File: config.mk
export PLATFORM = sky130hd
export DESIGN_NAME = io_handshake_sequencer
export DESIGN_NICKNAME = d
export VERILOG_FILES = /design/src/rtl/io_handshake_pkg.sv /design/src/rtl/io_handshake_sequencer_button_debouncer.sv /design/src/rtl/io_handshake_sequencer.sv
export SDC_FILE = /design/constraint.sdc
export NUM_CORES = 1
export LEC_CHECK = 0
export BUFFER_PORTS_ARGS = -buffer_cell sky130_fd_sc_hd__buf_2
export CAP_MARGIN = 15
export CORE_MARGIN = 10
export CORE_UTILIZATION = 40
export CTS_CLUSTER_DIAMETER = 60
export CTS_CLUSTER_SIZE = 24
export DETAILED_ROUTE_END_ITERATION = 10
export HOLD_SLACK_MARGIN = 0.03
export PLACE_DENSITY = 0.59
export SYNTH_ARGS = -nofsm -noshare
export SYNTH_HDL_FRONTEND = slang
export SYNTH_HIERARCHICAL = 1
export SYNTH_SLANG_ARGS = --single-unit
export TNS_END_PERCENT = 50
File: constraint.sdc
create_clock -name clock -period 6.5 [get_ports clock]
set_clock_uncertainty 0.15 [all_clocks]
set_input_delay 0.325 -clock clock [delete_from_list [all_inputs] [get_ports clock]]
set_output_delay 0.325 -clock clock [all_outputs]
set_load 0.05 [all_outputs]
File: src/rtl/io_handshake_pkg.sv
// Shared encodings for the I/O handshake sequencer: FSM states and request kinds.
package io_handshake_pkg;

    typedef enum logic [1:0] {
        IDLE       = 2'd0,
        ARM        = 2'd1,
        WAIT_PRESS = 2'd2,
        FIRE       = 2'd3
    } state_t;

    typedef enum logic {
        KIND_CONFIRM = 1'b0,
        KIND_PAUSE   = 1'b1
    } kind_t;

endpackage

File: src/rtl/io_handshake_sequencer_button_debouncer.sv
// Front-panel button conditioning: a multi-flop synchroniser followed by a
// stability counter. The debounced level changes only after the synchronised
// input has disagreed with it for DEBOUNCE_CYCLES consecutive cycles.
module button_debouncer #(
    parameter int SYNC_STAGES     = 2,
    parameter int DEBOUNCE_CYCLES = 50000,
    parameter int CNT_W           = 16
) (
    input  logic clock,
    input  logic reset,
    input  logic raw,
    output logic level
);

    localparam logic [CNT_W-1:0] CNT_MAX = CNT_W'(DEBOUNCE_CYCLES - 1);

    logic [SYNC_STAGES-1:0] sync_ff;
    logic [CNT_W-1:0]       count;
    logic                   sync;

    assign sync = sync_ff[SYNC_STAGES-1];

    // Shift the asynchronous button through the synchroniser chain.
    always_ff @(posedge clock or negedge reset) begin
        if (!reset) begin
            sync_ff <= '0;
        end else begin
            sync_ff <= {sync_ff[SYNC_STAGES-2:0], raw};
        end
    end

    // Count consecutive disagreeing cycles; accept the new level at the limit.
    always_ff @(posedge clock or negedge reset) begin
        if (!reset) begin
            count <= '0;
            level <= 1'b0;
        end else if (sync == level) begin
            count <= '0;
        end else if (count == CNT_MAX) begin
            level <= sync;
            count <= '0;
        end else begin
            count <= count + CNT_W'(1);
        end
    end

endmodule

File: src/rtl/io_handshake_sequencer.sv
// Operator handshake for OUTPUT/INPUT/PAUSE instructions: waits for a fresh
// debounced press of the selected button and emits one single-cycle pulse.
module io_handshake_sequencer
    import io_handshake_pkg::*;
#(
    parameter int SYNC_STAGES     = 2,
    parameter int DEBOUNCE_CYCLES = 50000,
    parameter int CNT_W           = 16
) (
    input  logic clock,
    input  logic reset,
    input  logic is_input,
    input  logic is_output,
    input  logic raw_confirm,
    input  logic raw_continue,
    output logic confirmation,
    output logic continue_pulse,
    output logic waiting_for_user
);

    state_t state, state_next;
    kind_t  kind, kind_q, kind_next;
    logic   req;
    logic   abort;
    logic   confirm_level;
    logic   continue_level;
    logic   sel_level;

    button_debouncer #(
        .SYNC_STAGES    (SYNC_STAGES),
        .DEBOUNCE_CYCLES(DEBOUNCE_CYCLES),
        .CNT_W          (CNT_W)
    ) u_confirm_db (
        .clock(clock),
        .reset(reset),
        .raw  (raw_confirm),
        .level(confirm_level)
    );

    button_debouncer #(
        .SYNC_STAGES    (SYNC_STAGES),
        .DEBOUNCE_CYCLES(DEBOUNCE_CYCLES),
        .CNT_W          (CNT_W)
    ) u_continue_db (
        .clock(clock),
        .reset(reset),
        .raw  (raw_continue),
        .level(continue_level)
    );

    assign req       = is_input | is_output;
    assign kind      = (is_input & is_output) ? KIND_PAUSE : KIND_CONFIRM;
    assign abort     = !req || (kind != kind_q);
    assign sel_level = (kind_q == KIND_PAUSE) ? continue_level : confirm_level;

    // State and latched request kind.
    always_ff @(posedge clock or negedge reset) begin
        if (!reset) begin
            state  <= IDLE;
            kind_q <= KIND_CONFIRM;
        end else begin
            state  <= state_next;
            kind_q <= kind_next;
        end
    end

    // Next state: arm on a request, require a release before accepting a press.
    always_comb begin
        state_next = state;
        kind_next  = kind_q;
        case (state)
            IDLE: begin
                if (req) begin
                    state_next = ARM;
                    kind_next  = kind;
                end
            end
            ARM: begin
                if (abort) begin
                    state_next = IDLE;
                end else if (!sel_level) begin
                    state_next = WAIT_PRESS;
                end
            end
            WAIT_PRESS: begin
                if (abort) begin
                    state_next = IDLE;
                end else if (sel_level) begin
                    state_next = FIRE;
                end
            end
            FIRE: begin
                state_next = IDLE;
            end
            default: begin
                state_next = IDLE;
            end
        endcase
    end

    assign confirmation     = (state == FIRE) && (kind_q == KIND_CONFIRM);
    assign continue_pulse   = (state == FIRE) && (kind_q == KIND_PAUSE);
    assign waiting_for_user = (state == ARM) || (state == WAIT_PRESS);

endmodule

# Word level (Yosys, flattened, before mapping)
# Cells that the tools add are included.
[classes] n_reduce_logical=10 add_sub_neg=2 bitwise=5 n_mux=12 n_eq_ne=11
[op_table] operator="$mux W16" n=4
[op_table] operator="$add A16 B1 Y16 const B" n=2
[op_table] operator="$eq A16 B16 Y1 const B" n=2
[op_table] operator="$mux W2" n=5
[op_table] operator="$pmux W2 S4" n=1
[op_table] operator="$ne A3 B3 Y1 const B" n=2
[op_table] operator="$reduce_and A2 Y1" n=3
[op_table] operator="$eq A2 B2 Y1 const B" n=2
[op_table] operator="$not A1 Y1" n=3
[op_table] operator="$reduce_and A3 Y1" n=1
[op_table] operator="$eq A1 B1 Y1" n=2
[op_table] operator="$eq A2 B1 Y1 const B" n=1
[op_table] operator="$logic_and A1 B1 Y1" n=2
[op_table] operator="$logic_not A2 Y1" n=1
[op_table] operator="$logic_or A1 B1 Y1" n=2
[op_table] operator="$mux W1" n=2
[op_table] operator="$ne A2 B2 Y1 const B" n=1
[op_table] operator="$and A1 B1 Y1" n=1
[op_table] operator="$logic_not A1 Y1" n=1
[op_table] operator="$ne A1 B1 Y1" n=1
[op_table] operator="$or A1 B1 Y1" n=1
[totals] reg_bits=41 output_inout_bits=3

# Depth between registers and ports, before layout
# Gate-level depths: netlist (run 1).
[logic_depth] depth_word=6 ltp_mapped=6

# Cells and area by module
# The synthesis (run 1) kept the hierarchy.
[by_module_without_submodules] mod="button_debouncer at u_confirm_db" area_per_inst_um2=910.9 n_inst=1 cells_each=86
[by_module_without_submodules] mod="button_debouncer at u_continue_db" area_per_inst_um2=895.9 n_inst=1 cells_each=84
[by_module_without_submodules] mod="io_handshake_sequencer" area_per_inst_um2=349.1 n_inst=1 cells_each=39

# Least setup slack after synthesis (run 1)
# Ideal clock, no wire load.
[synth_timing] path_type="reg2reg" from="register u_confirm_db.count[10]" to="register u_confirm_db.level" period_less_slack_ns=2.045 slack_ns=4.455 stages_incl_launch_ff=4 arrival_time_ns=1.770 setup_ns=0.125 cell_sequence="dfrtp_1 or4b_1 or4_4 mux2_4"
[synth_between] elab_chain_len=2
[synth_lines] item="start, declared" line_no="io_handshake_sequencer_button_debouncer.sv:18" rtl="logic [CNT_W-1:0] count;"
[synth_lines] item="start signal, assigned" line_no="io_handshake_sequencer_button_debouncer.sv:43" rtl="count <= count + CNT_W'(1);"
[synth_lines] item="$eq A16 B16 Y1" line_no="io_handshake_sequencer_button_debouncer.sv:39" rtl="end else if (count == CNT_MAX) begin"
[synth_lines] item="$reduce_and A2 Y1 (no source line)"
[synth_lines] item="end signal, assigned" line_no="io_handshake_sequencer_button_debouncer.sv:40" rtl="level <= sync;"
[synth_lines] item="end, declared" line_no="io_handshake_sequencer_button_debouncer.sv:12" rtl="output logic level"
# Every way passes these cells.
# A chain may end at the register's enable or synchronous reset.

# Final worst setup path (run 1)
[layout_timing] from="register u_continue_db.count[10]" to="register u_continue_db.level"
[layout_between] elab_chain_len=2
[layout_lines] item="start, declared" line_no="io_handshake_sequencer_button_debouncer.sv:18"
[layout_lines] item="start signal, assigned" line_no="io_handshake_sequencer_button_debouncer.sv:43"
[layout_lines] item="$eq A16 B16 Y1" line_no="io_handshake_sequencer_button_debouncer.sv:39"
[layout_lines] item="$reduce_and A2 Y1 (no source line)"
[layout_lines] item="end signal, assigned" line_no="io_handshake_sequencer_button_debouncer.sv:40"
[layout_lines] item="end, declared" line_no="io_handshake_sequencer_button_debouncer.sv:12"
# Every way passes these cells.

==> results of run 1 <==
power groups by stage:
stage / logic (mW) / clock network, mW / registers [mW]
after floorplan: 0.103 / 0 / 0.281
after global routing: 0.132 / 0.228 / 0.287
after global placement: 0.116 / 0 / 0.289
after CTS: 0.120 / 0.215 / 0.285
final: 0.118 / 0.209 / 0.285
after detailed placement: 0.118 / 0 / 0.290
cell usage after synthesis, types with 2 or more instances:
cell and n:
buf_6 3, nand4bb_1 2, nand2b_1 2, mux2i_1 2, and4_1 2, a21oi_1 3, nor3_1 6, xnor2_1 18
or4_4 2, buf_2 2, nand2_1 11, nand2_4 2, dfrtp_1 41, mux2_4 2, inv_1 5, nand4_1 11
xor2_1 12, or4b_1 2, nor4_1 5, and3_2 2, nand3_1 14, ha_1 7, or3b_2 2, nor2_1 35
o21ai_0 3
cell families (layout without fill, tap and decap cells):
group                      count (synthesis)  after routing  share of synthesized area [%]
AOI/OAI and AO/OA                          9              9                           2.84
xor gates and xnor gates                  30             30                           12.2
adders and majority gates                  7              7                           4.06
buffers and inverters                     11             23                           3.08
DFF                                       41             41                           47.6
muxes                                      4              4                           2.32
and+or+nand+nor                          107            107                           27.9
how the worst max path moves through the flow:
| stage | to | from |
|---|---|---|
| after floorplan | u_confirm_db/level | u_confirm_db/count[10] |
| after global placement | u_confirm_db/level | u_confirm_db/count[12] |
| after detailed placement | u_continue_db/level | u_continue_db/count[10] |
| after CTS | u_confirm_db/level | u_confirm_db/count[12] |
| after global routing | u_continue_db/count[10] | u_continue_db/count[10] |
| final | u_continue_db/level | u_continue_db/count[10] |
routing by layer:
layer,GRT usage [%],up-vias
met2,13.6,22
met3,2.16,7
met1,13.1,752
met5,0,-
met4,5.01,0
li1,-,752
metrics by stage:
step	total power, mW	instances
2_1_floorplan	0.384	209
3_3_place_gp	0.405	281
3_5_place_dp	0.408	281
4_1_cts	0.620	291
5_1_grt	0.647	291
6_report	0.611	291
layout make-up:
class                           instances  area [µm²]  share of cell area [%]
Clock buffer                            7        86.3                    3.64
Clock inverter                          1        30.0                    1.27
Inverter                                5        18.8                   0.791
Multi-Input combinational cell        157        1060                    44.8
Sequential cell                        41        1030                    43.2
Tap cell                               70        87.6                    3.69
Timing Repair Buffer                   10        60.1                    2.53
layout by cell type, fill, tap and decap left out, drive strengths merged, types with 2 or more instances in the layout:
cell type	synthesis	routed
o21ai	3	3
clkbuf	1	7
and4	2	2
nor2	35	35
nor4b	2	2
nand2b	2	2
nand4	11	11
inv	5	5
nor4	5	5
xor2	12	12
nand2	13	13
dlygate4sd3	0	2
nand3	14	14
buf	5	8
nand4bb	2	2
or4b	2	2
ha	7	7
mux2	2	2
or4	3	3
dfrtp	41	41
and3	3	3
xnor2	18	18
or3b	2	2
nor3	6	6
a21oi	3	3
mux2i	2	2
state kept, by name (all words and copies together) (netlist names):
name	count
u_confirm_db/count	16
u_continue_db/count	16
state	2
u_confirm_db/sync_ff	2
u_continue_db/sync_ff	2
kind_q	1
u_confirm_db/level	1
u_continue_db/level	1
worst max-delay path: cells and delay by family, from the launching register on:
family | cells | cell delay (ns)
multiplexers | 1 | 0.31
AND/OR/NAND/NOR | 2 | 1.13
flip-flops | 1 | 0.42
==> summary.md, run 1 <==
| Metric | Value |
|---|---|
| VDD IR max | ~150 µV |
| Leakage | between 0.9 and 1 nW |
| Vias | around 1500 |
| Root Buffer | clkbuf_8 |
| Seq/Total Area, Yosys | 47.6% |
| R2R depth | 3 |
| Met1 WL | 1980 µm |
| Setup ws final | 4.38 ns |
| Logic pwr share | 19.2% |
| Post-synth EDFFs | 0 |
| Mean Syn Cell Area | about 10 µm² |
| Max layer used | met4 |
| Io pins | 9 |
| Worst slew margin | 40.2% |
| P per Cell Area | between 200 and 300 nW/µm² |
| Hold Vio Cnt, Final | 0 |
| Starting Density | 41.7% |
| Area Overhead vs Synth | 10.0% |
| Cts repair resizes | 0 |
| Max-cap violations | 0 |
| Gr usage total | 9.55% |
| Dpl ws | 4.39 ns |
| Cell area after synthesis | 2160 µm² |
| Sink Count | 41 |
| Post-CTS Setup Bufs | 0 |
| Slew Limit Fails | 0 |
| Maximum clock insertion buffer count | 2 |
| Final nets | approximately 230 |
| Top-area cell type share of the netlist area | 47.6% |
| Port-buffer cells | 8 |
| Switching pwr | between 150 and 200 µW |
| Met3 wire length | 151 µm |
| Fraction of layout instances using a drive strength above 1 | between 10% and 20% |
| Synth warn | 6 |
| Placed cell areas | 2240 µm² |
| Worst R2R Setup Slack | 4.38 ns |
| Syn Inst Count | approximately 210 |
| DR iter-0 viols | 83 |
| Top cell type by total area after synthesis | dfrtp_1 |
| CTS Hold Bufs | 2 |
| CP endpoint kind | flop |
| Crit-path cells | or4b_1, or4_4, mux2_4 |
| Unrepaired setup endpoints after global routing | no |
| Worst skew pair latency | 0.29 ns |
| Slowest CP cell | or4_4 |
| CP arrival | 2.15 ns |
| Max incr delay on CP | slightly below 0.6 ns |
| Critical Path RT | 6.53 ns |
| Worst R2R End | u_continue_db/level |
| Final Wtd Congestion | 0.777 |
| Total gr overflow | 0 |
| WL/cell | 13.5 µm |
| Vias in the first global route | 1484 |
| Asr flop ratio synth | 100% |
| First-pass GRT wire length | 6880 µm |
| Final setup vio count | 0 |
| P_int | 433 µW |
| Hold Slack | approximately 0.016 ns |
| Yosys reg bits | 41 |
| Unique masters post-synth | 38 |
| Clock buffer count from CTS | 5 |
| Worst R2R Start | u_continue_db/count[10] |
| Post-Layout Inst Area | 2370 µm² |
| Worst Setup Path Type | flop to flop |
| Met2 routed WL | 1730 µm |
| Die W | 93.4 µm |
| Initial antenna violation count | 0 |
| Antenna Nets Post-Route | 0 |
| Row count | 26 |
| Vias/cell | 5.27 |
| DRC violations left | 0 |
| Main synth FF type | dfrtp_1 |
| Setup TNS | 0 ns |
| Final Cycle Share | approximately 33% |
| Largest net degree at the start of global routing | 42 |
| Clock edge transition at the registers on the reported setup and hold paths | 0.08 ns |
| Ranking of synthesized cells by area | dfrtp_1 48%, xnor2_1 7.3%, nor2_1 6.1%, xor2_1 4.9%, ha_1 4.1% |
| CTS tree | built |
| HPWL Detailed | approximately 2700 µm |
| DRT Pass-1 Iters | 4 |
| Fillers | 494 |
| Slew at the pin closest to its max-slew limit | approximately 0.90 ns |
| Final core utilization | 45.9% |
| Max Fclk | about 470 MHz |
| DRT Wirelength | 3940 µm |
| H-tree levels | 2 |
| Die ar. | 8730 µm² |
| CP max FO | 4 |
| Seq pwr share | about 47% |
| Core footprint | about 5200 µm² |
| N_diodes | 0 |
| Startpoint types | flop |
| Post-layout min period | 2.12 ns |
| Worst hold-check path type | primary input to async pin |
| Die Height | 93.4 µm |
| Status | completed |
| Syn nets | approximately 220 |
| Sw Ratio | between 20 and 30% |
| Clock share of power | about a third |
(Power assumes the default switching activity.)
==> run 2: changes to the inputs <==
- clock period: 6.5 -> 2 ns (I/O delays scaled with it)
==> summary.md, run 2 (synthesis results as in run 1) <==
| Metric | Value |
|---|---|
| Status | completed |
| CTS tree | built |
| Final core utilization | 48.9% (+3.1 points) |
| Worst R2R End | u_confirm_db/level |
| Worst R2R Setup Slack | 0.06 ns (-4.31 ns) |
| Area Overhead vs Synth | 17.4% |
| Hold Slack | 0.0810 ns (+0.0647 ns) |
| Commonest non-fill, non-tap cell in the layout | dfrtp_1 |
| Root Buffer | clkbuf_8 |
| Post-layout min period | 1.94 ns (-0.188 ns) |
| Origin of the worst setup path | u_confirm_db/count[10] |
| P per Cell Area | 786 nW/µm² (+200%) |
| CP arrival | 1.97 ns (-0.18 ns) |
| R2R depth | 3 (unchanged) |
| Unrepaired setup endpoints after global routing | no |
| Final Cycle Share | 96.8% (+64 points) |
| Worst Setup Path Type | flop to flop |
| Total gr overflow | 0 (unchanged) |
| Slew Limit Fails | 0 (unchanged) |
| Antenna Nets Post-Route | 0 (unchanged) |
| Hold Path Origin | is_input |
| Clock buffer count from CTS | 5 (unchanged) |
| Cts repair resizes | 0 (unchanged) |
| Placed cell areas | 2370 µm² (+5.8%) |
| Startpoint types | flop |
| Worst slew margin | 73.7% (+34 points) |
| First-pass GRT wire length | 7260 µm (+5.5%) |
| Fillers | 477 (-3.4%) |
| Sink Count | 41 (unchanged) |
| Worst R2R Start | u_confirm_db/count[10] |
| Vias in the first global route | 1587 (+6.9%) |
| Sequential Area | 1030 µm² (unchanged) |
| Most frequent cells in the layout | 41 x dfrtp_1, 35 x nor2_1, 18 x xnor2_1 |
| Row count | 26 (unchanged) |
| Fraction of layout instances using a drive strength above 1 | 18.4% (+5.7 points) |
| Io pins | 9 (unchanged) |
| Largest regs | u_confirm_db/count: 16 flops, u_continue_db/count: 16 flops |
| H-tree levels | 2 (unchanged) |
| Gr usage total | 10.1% (+0.52 points) |
| Post-CTS Setup Bufs | 0 (unchanged) |
| Vias/cell | 4.94 (-6.3%) |
| Post-Layout Inst Area | 2530 µm² (+6.7%) |
| Max Fclk | 517 MHz (+9.7%) |
| Worst skew pair latency | 0.29 ns (about the same) |
| Slew at the pin closest to its max-slew limit | 0.390 ns (-0.507 ns) |
| Vias | 1526 (-0.46%) |
| Die ar. | 8730 µm² (unchanged) |
| N_diodes | 0 (unchanged) |
| Clock edge transition at the registers on the reported setup and hold paths | 0.08 ns (about the same) |
| Final Wtd Congestion | 0.778 (about the same) |
| Final nets | 251 (+7.7%) |
| CP Capture Point | u_confirm_db/level |
| VDD IR max | 541 µV (+260%) |
| Initial antenna violation count | 0 (unchanged) |
| Die Height | 93.4 µm (unchanged) |
| CP endpoint kind | flop |
| Max-cap violations | 0 (unchanged) |
| Hold Vio Cnt, Final | 0 (unchanged) |
| Leakage | 1.07 nW (+9.7%) |
| Starting Density | 41.7% (unchanged) |
| DRT Pass-1 Iters | 4 (unchanged) |
| WL/cell | 13.0 µm (-3.9%) |
| DR iter-0 viols | 48 (-42%) |
| Critical Path RT | 2.04 ns (-4.49 ns) |
| Die W | 93.4 µm (unchanged) |
| DRC violations left | 0 (unchanged) |
| Largest net degree at the start of global routing | 42 (unchanged) |
| DRT Wirelength | 4020 µm (+2.1%) |
| Worst hold-check path type | primary input to flop |
| Area occupied by multi-input gates | 1070 µm² (+0.47%) |
| HPWL Detailed | 2760 µm (+2.3%) |
| Core footprint | 5170 µm² (unchanged) |
| CTS Hold Bufs | 5 (+3) |
| Port-buffer cells | 8 (unchanged) |
| CP max FO | 3 (-1) |
| Maximum clock insertion buffer count | 2 (unchanged) |
| Final setup vio count | 0 (unchanged) |
run 2: per-stage QoR:
stage / cells / power [mW] / setup WS, ns / setup TNS (ns)
after floorplan: 209 / 1.25 / -0.0119 / -0.0119
after global placement: 296 / 1.32 / 0.0887 / 0
after detailed placement: 296 / 1.33 / 0.0684 / 0
after CTS: 309 / 2.02 / 0.0599 / 0
after global routing: 309 / 2.10 / 0.0124 / 0
final: 309 / 1.99 / 0.0645 / 0
run 2: area by class of cell:
cell class / instances / area share [%]
Multi-Input combinational cell: 157 / 42.2
Sequential cell: 41 / 40.5
Timing Repair Buffer: 28 / 8.50
Tap cell: 70 / 3.46
Clock buffer: 5 / 2.72
Clock inverter: 3 / 1.83
Inverter: 5 / 0.741
run 2: worst min path at each step:
| stage | endpoint | slack (ns) | cells past startpoint |
|---|---|---|---|
| floorplan | kind_q | -0.35 | 0 |
| global placement | u_confirm_db/count[7] | -0.06 | 2 |
| detailed placement | u_confirm_db/count[7] | -0.06 | 2 |
| CTS | kind_q | 0.07 | 4 |
| global route | kind_q | 0.1 | 4 |
| finish | kind_q | 0.08 | 4 |
run 2: report_power, final:
group          internal, mW  switching (mW)  leakage [nW]
clock                 0.373           0.294        0.0543
sequential            0.870          0.0508         0.555
combinational         0.144           0.256         0.458
total                  1.39           0.601          1.07
run 2: layer usage:
metal,track usage [%],vias to the layer above,part of all wire (%)
met5,0,-,0
met1,12.5,719,49
met3,3.12,6,3.2
met4,3.47,0,1.2
li1,-,787,-
met2,16.1,14,47
run 2: worst max-delay path, cell delays in order (launching register included):
cell     delay, ns
dfrtp_1       0.38
or4b_1        0.52
or4_4         0.46
mux2_4        0.31
